==> config.mk <==
export PLATFORM = sky130hd
export DESIGN_NAME = button_pulse_bank
export DESIGN_NICKNAME = d
export VERILOG_FILES = /design/src/rtl/button_pulse_bank.sv
export SDC_FILE = /design/constraint.sdc
export NUM_CORES = 1
export LEC_CHECK = 0
export ABC_AREA = 0
export CORE_AREA = 2 2 87 89
export DETAILED_ROUTE_END_ITERATION = 7
export DIE_AREA = 0 0 89 91
export PLACE_DENSITY = 0.8
export REMOVE_ABC_BUFFERS = 1
export SETUP_SLACK_MARGIN = 0.4
export SLEW_MARGIN = 40
export SYNTH_ARGS = -nofsm -noshare
export SYNTH_HDL_FRONTEND = slang
export SYNTH_SLANG_ARGS = --single-unit
==> constraint.sdc <==
create_clock -name clock -period 4.92 [get_ports clock]
set_input_delay 0.492 -clock clock [delete_from_list [all_inputs] [get_ports clock]]
set_output_delay 0.492 -clock clock [all_outputs]
set_load 0.01 [all_outputs]
==> src/rtl/button_pulse_bank.sv <==
// Multi-channel push-button front end: synchroniser, saturating debounce,
// polarity-selectable edge pulse and optional auto-repeat per channel.
module button_pulse_bank #(
  parameter int CHANNELS        = 5,
  parameter int SYNC_STAGES     = 2,
  parameter int DEBOUNCE_CYCLES = 4,
  parameter int REPEAT_DELAY    = 10,
  parameter int REPEAT_PERIOD   = 3
) (
  input  logic                clock,
  input  logic                reset_n,
  input  logic [CHANNELS-1:0] btn,
  input  logic [1:0]          edge_sel,
  input  logic                repeat_en,
  output logic [CHANNELS-1:0] pulse,
  output logic [CHANNELS-1:0] level,
  output logic [CHANNELS-1:0] repeating
);

  localparam int DW   = $clog2(DEBOUNCE_CYCLES) + 1;
  localparam int RMAX = (REPEAT_DELAY > REPEAT_PERIOD) ? REPEAT_DELAY : REPEAT_PERIOD;
  localparam int TW   = $clog2(RMAX) + 1;

  // state  | meaning
  // IDLE   | no auto-repeat activity
  // DELAY  | held after press, waiting REPEAT_DELAY for first repeat
  // REPEAT | emitting a repeat pulse every REPEAT_PERIOD cycles
  typedef enum logic [1:0] {IDLE, DELAY, REPEAT} rep_state_e;

  logic sel_rise, sel_fall, exit_cond;

  always_comb begin
    sel_rise  = (edge_sel != 2'b01);
    sel_fall  = (edge_sel == 2'b01) || (edge_sel == 2'b10);
    exit_cond = ~repeat_en || (edge_sel == 2'b01);
  end

  for (genvar i = 0; i < CHANNELS; i++) begin : g_ch
    logic [SYNC_STAGES-1:0] sync_q, sync_d;
    logic [DW-1:0]          cnt_q, cnt_d;
    logic [TW-1:0]          tmr_q, tmr_d;
    logic                   level_q, level_d;
    logic                   pulse_q, pulse_d;
    rep_state_e             state_q, state_d;
    logic                   sync_out, rise, fall, rep_pulse;

    always_comb begin
      sync_d   = {sync_q[SYNC_STAGES-2:0], btn[i]};
      sync_out = sync_q[SYNC_STAGES-1];
      cnt_d    = '0;
      level_d  = level_q;
      rise     = 1'b0;
      fall     = 1'b0;
      if (sync_out != level_q) begin
        if (cnt_q == DW'(DEBOUNCE_CYCLES - 1)) begin
          level_d = ~level_q;
          rise    = ~level_q;
          fall    = level_q;
        end else begin
          cnt_d = cnt_q + 1'b1;
        end
      end
    end

    // Exit from DELAY/REPEAT uses the registered level and wins over pulses.
    always_comb begin
      state_d   = state_q;
      tmr_d     = tmr_q;
      rep_pulse = 1'b0;
      case (state_q)
        IDLE: begin
          if (rise && repeat_en && sel_rise) begin
            state_d = DELAY;
            tmr_d   = TW'(1);
          end
        end
        DELAY: begin
          if (~level_q || exit_cond) begin
            state_d = IDLE;
            tmr_d   = '0;
          end else if (tmr_q == TW'(REPEAT_DELAY)) begin
            rep_pulse = 1'b1;
            state_d   = REPEAT;
            tmr_d     = TW'(1);
          end else begin
            tmr_d = tmr_q + 1'b1;
          end
        end
        REPEAT: begin
          if (~level_q || exit_cond) begin
            state_d = IDLE;
            tmr_d   = '0;
          end else if (tmr_q == TW'(REPEAT_PERIOD)) begin
            rep_pulse = 1'b1;
            tmr_d     = TW'(1);
          end else begin
            tmr_d = tmr_q + 1'b1;
          end
        end
        default: begin
          state_d = IDLE;
          tmr_d   = '0;
        end
      endcase
      pulse_d = (rise && sel_rise) || (fall && sel_fall) || rep_pulse;
    end

    always_ff @(posedge clock or negedge reset_n) begin
      if (!reset_n) begin
        sync_q  <= '0;
        cnt_q   <= '0;
        tmr_q   <= '0;
        level_q <= 1'b0;
        pulse_q <= 1'b0;
        state_q <= IDLE;
      end else begin
        sync_q  <= sync_d;
        cnt_q   <= cnt_d;
        tmr_q   <= tmr_d;
        level_q <= level_d;
        pulse_q <= pulse_d;
        state_q <= state_d;
      end
    end

    assign pulse[i]     = pulse_q;
    assign level[i]     = level_q;
    assign repeating[i] = (state_q == REPEAT);
  end

endmodule

==> results.cfg <==
[logic_synthesis]
synth-xor-area-share = 0.00211
yosysWarnings = 0
synthMuxAreaShare = 0.00241
syn_inst = 395
synth_edf_count = 0
synth_adder_area_share = 0.108
synth-main-ff-cell = dfrtp_1
yosys.area_share.simple = 0.211
ys_ff_latch = 70
synthDistinctLibCells = 64
synth_compound_area_frac = 0.203
syn_avg_cell_area_sq_um = 10.5
postSynth.asyncResetShare = 1.00
synth-seq-area-share = 0.422
synth_top_family_by_area = simple AND/OR/NAND/NOR gates
netlist_area_sq_um = 4150

[timing]
min_period_ns = 2.47
rsz0062_at_grt = false
slew_violations = 0
hold_viol = 0
max_slew.worst_pin.slew_ns = 0.630
clock.fmax_mhz = 404
slew_headroom = 0.574
setup_violations = 0
fin_crit_sh = 0.503
tns_ns = 0
skew_ns = 0.0118

[finish]
fillers = 579
syn_to_final_growth_pct = 11.3
num-nets-final = 461
diodes = 0
layout_common_cells = dfrtp_1 (70), ha_1 (36), inv_1 (26)
post_route_cells_drive_above_1_share = 0.0833
mostFrequentLayoutCell = dfrtp_1

[setup_path]
critPathKind = in -> reg
r2r_slack_ns = 3.03
path_max_fanout = 15
endpoint = g_ch[4].tmr_q[2]$_DFFE_PN0P_
critPathCaptureType = register
cp.required_ns = 5.21
crit_start = edge_sel[1]
worst_r2r_endpoint = g_ch[0].tmr_q[0]$_DFFE_PN0P_
critPathArrivalTime_ns = 2.77
worstSetupStartpointType = input port
rr_startpoint = g_ch[0].tmr_q[0]$_DFFE_PN0P_
ff2ff_path_depth = 5

[clocking]
insertion_delay_ns = 0.35
clock-sinks = 70
cts_max_level = 3
cts_tree = yes
cts_buffer_depth = 2
clock-root-buffer = clkbuf_8
cts_resized = 0
cts-buffers-inserted = 9
clk_pin_slew_worst_paths_ns = 0.08
post-cts-setup-buffer-count = 0
cts_hold_buf = 0

[pwr]
clkPwrFrac = 0.248
power_density_nw_per_um2 = 444
ir_drop_v = 0.000242
pwr-share-seq = 0.388
p_sw_uw = 755
combinationalPowerShare = 0.364
p_int_mw = 1.30
finalPower_mw = 2.05
p_sw_frac = 0.368
leakage_nw = 2.02

[place]
portBuffers = 24
finalWeightedCongestion = 0.829
place_hpwl_microns = 5740

[grt]
grtUsageTotal = 0.216
antenna_found_initial = 0
grt_overflow = 0
grt_pass1_vias = 3054
grt_first_pass_wirelength_microns = 13800
grt_max_degree = 71

[die]
die_h_microns = 91
initial_core_util = 0.582
die_area_sq_um = 8100
core_region_area_sq_um = 7140
fp-row-count = 31
fp.dieW_microns = 89
ioPinCount = 25

[route]
vias = 3041
drtAntennaViolNets = 0
first_pass_iters = 4
post_drt_via_cell_ratio = 5.86
drcViolationCount = 0
wl_microns = 8110
dr.first_iter.drc_count = 126
routedWlPerCell_microns = 15.6

[outcome]
status = complete, no violations

[job]
drv_cap = 0

[min_path]
min_path_type = in -> async
## worst max-delay path, stage by stage
cell	delay [ns]
clkdlybuf4s50_1	0.46
inv_1	0.04
ha_1	0.33
nor2b_1	0.57
nand3_1	0.22
a2111oi_0	0.47
a221o_1	0.17
## Yosys cell counts, drive strengths merged (3+ instances only)
cell type | n | area (sq um)
a2111oi | 3 | 45.1
o21a | 3 | 22.5
o22ai | 7 | 43.8
o31ai | 9 | 91.3
nand4b | 4 | 35.0
nor4b | 3 | 26.3
nand3 | 10 | 50.1
nor3b | 15 | 113
or2 | 6 | 37.5
nand2 | 25 | 93.8
and4bb | 3 | 37.5
and3 | 3 | 18.8
inv | 26 | 97.6
a21oi | 10 | 50.1
a22o | 17 | 149
ha | 36 | 450
dfrtp | 70 | 1750
nand2b | 18 | 128
and2 | 6 | 37.5
nand3b | 6 | 45.0
a22oi | 3 | 22.5
o21ai | 13 | 65.1
a31oi | 7 | 43.8
nor2b | 9 | 56.3
nor3 | 11 | 55.1
o31a | 6 | 52.6
a211oi | 3 | 22.5
nor2 | 15 | 56.3
buf | 16 | 114
## registers in the layout, indices dropped and copies added, names as in the netlist
signal / flops
g_ch.cnt_q: 15
g_ch.level_q: 5
g_ch.pulse_q: 5
g_ch.state_q: 10
g_ch.sync_q: 10
g_ch.tmr_q: 25
## how the worst min path moves through the flow
stage / startpoint / end / slack, ns / cells after the start
2_1_floorplan: reset_n / g_ch[0].cnt_q[0]$_DFF_PN0_ / 0.20 / 0
3_3_place_gp: g_ch[0].sync_q[0]$_DFF_PN0_ / g_ch[0].sync_q[1]$_DFF_PN0_ / 0.33 / 0
3_5_place_dp: g_ch[0].sync_q[0]$_DFF_PN0_ / g_ch[0].sync_q[1]$_DFF_PN0_ / 0.34 / 0
4_1_cts: reset_n / g_ch[3].tmr_q[2]$_DFFE_PN0P_ / 0.26 / 2
5_1_grt: reset_n / g_ch[3].tmr_q[3]$_DFFE_PN0P_ / 0.29 / 2
6_report: reset_n / g_ch[3].tmr_q[3]$_DFFE_PN0P_ / 0.22 / 2
## power by group through the flow
stage / Sequential [mW] / Clock [mW] / Combinational [mW]
3_5_place_dp: 0.805 / 0 / 0.739
3_3_place_gp: 0.797 / 0 / 0.715
5_1_grt: 0.811 / 0.543 / 0.836
6_report: 0.796 / 0.509 / 0.748
4_1_cts: 0.794 / 0.516 / 0.747
2_1_floorplan: 0.786 / 0 / 0.535
## stage by stage
step                      instances  hold slack, ns  utilization  instance area (sq um)  setup WS, ns
after floorplan                 379           0.196            -                   4040          3.06
after global placement          503           0.333        0.617                   4400          2.22
after detailed placement        503           0.336        0.618                   4410          2.07
after CTS                       519           0.256        0.647                   4620          2.45
after global routing            519           0.293        0.647                   4620          2.32
final                           519           0.216        0.647                   4620          2.45
## area by class of cell
type | instances | area (sq um) | share of cell area
Multi-Input combinational cell | 283 | 2190 | 0.474
Sequential cell | 70 | 1750 | 0.379
Timing Repair Buffer | 25 | 246 | 0.0533
Clock buffer | 9 | 124 | 0.0268
Tap cell | 99 | 124 | 0.0268
Inverter | 26 | 97.6 | 0.0211
Clock inverter | 7 | 88.8 | 0.0192
## logic make-up after synthesis
kind of cell	after synthesis
xor gates and xnor gates	1
muxes	1
buffers and inverters	42
DFF	70
AOI/OAI and AO/OA	103
adders and majority gates	36
and+or+nand+nor	142
## per-layer routing
metal  vias to the layer above  part of all wire  global-route usage
met3                        17             0.027              0.0427
li1                       1490                 -                   -
met5                         -                 0                   0
met1                      1471              0.47               0.286
met2                        63              0.48               0.342
met4                         0             0.026              0.0920
(Power assumes the default switching activity.)
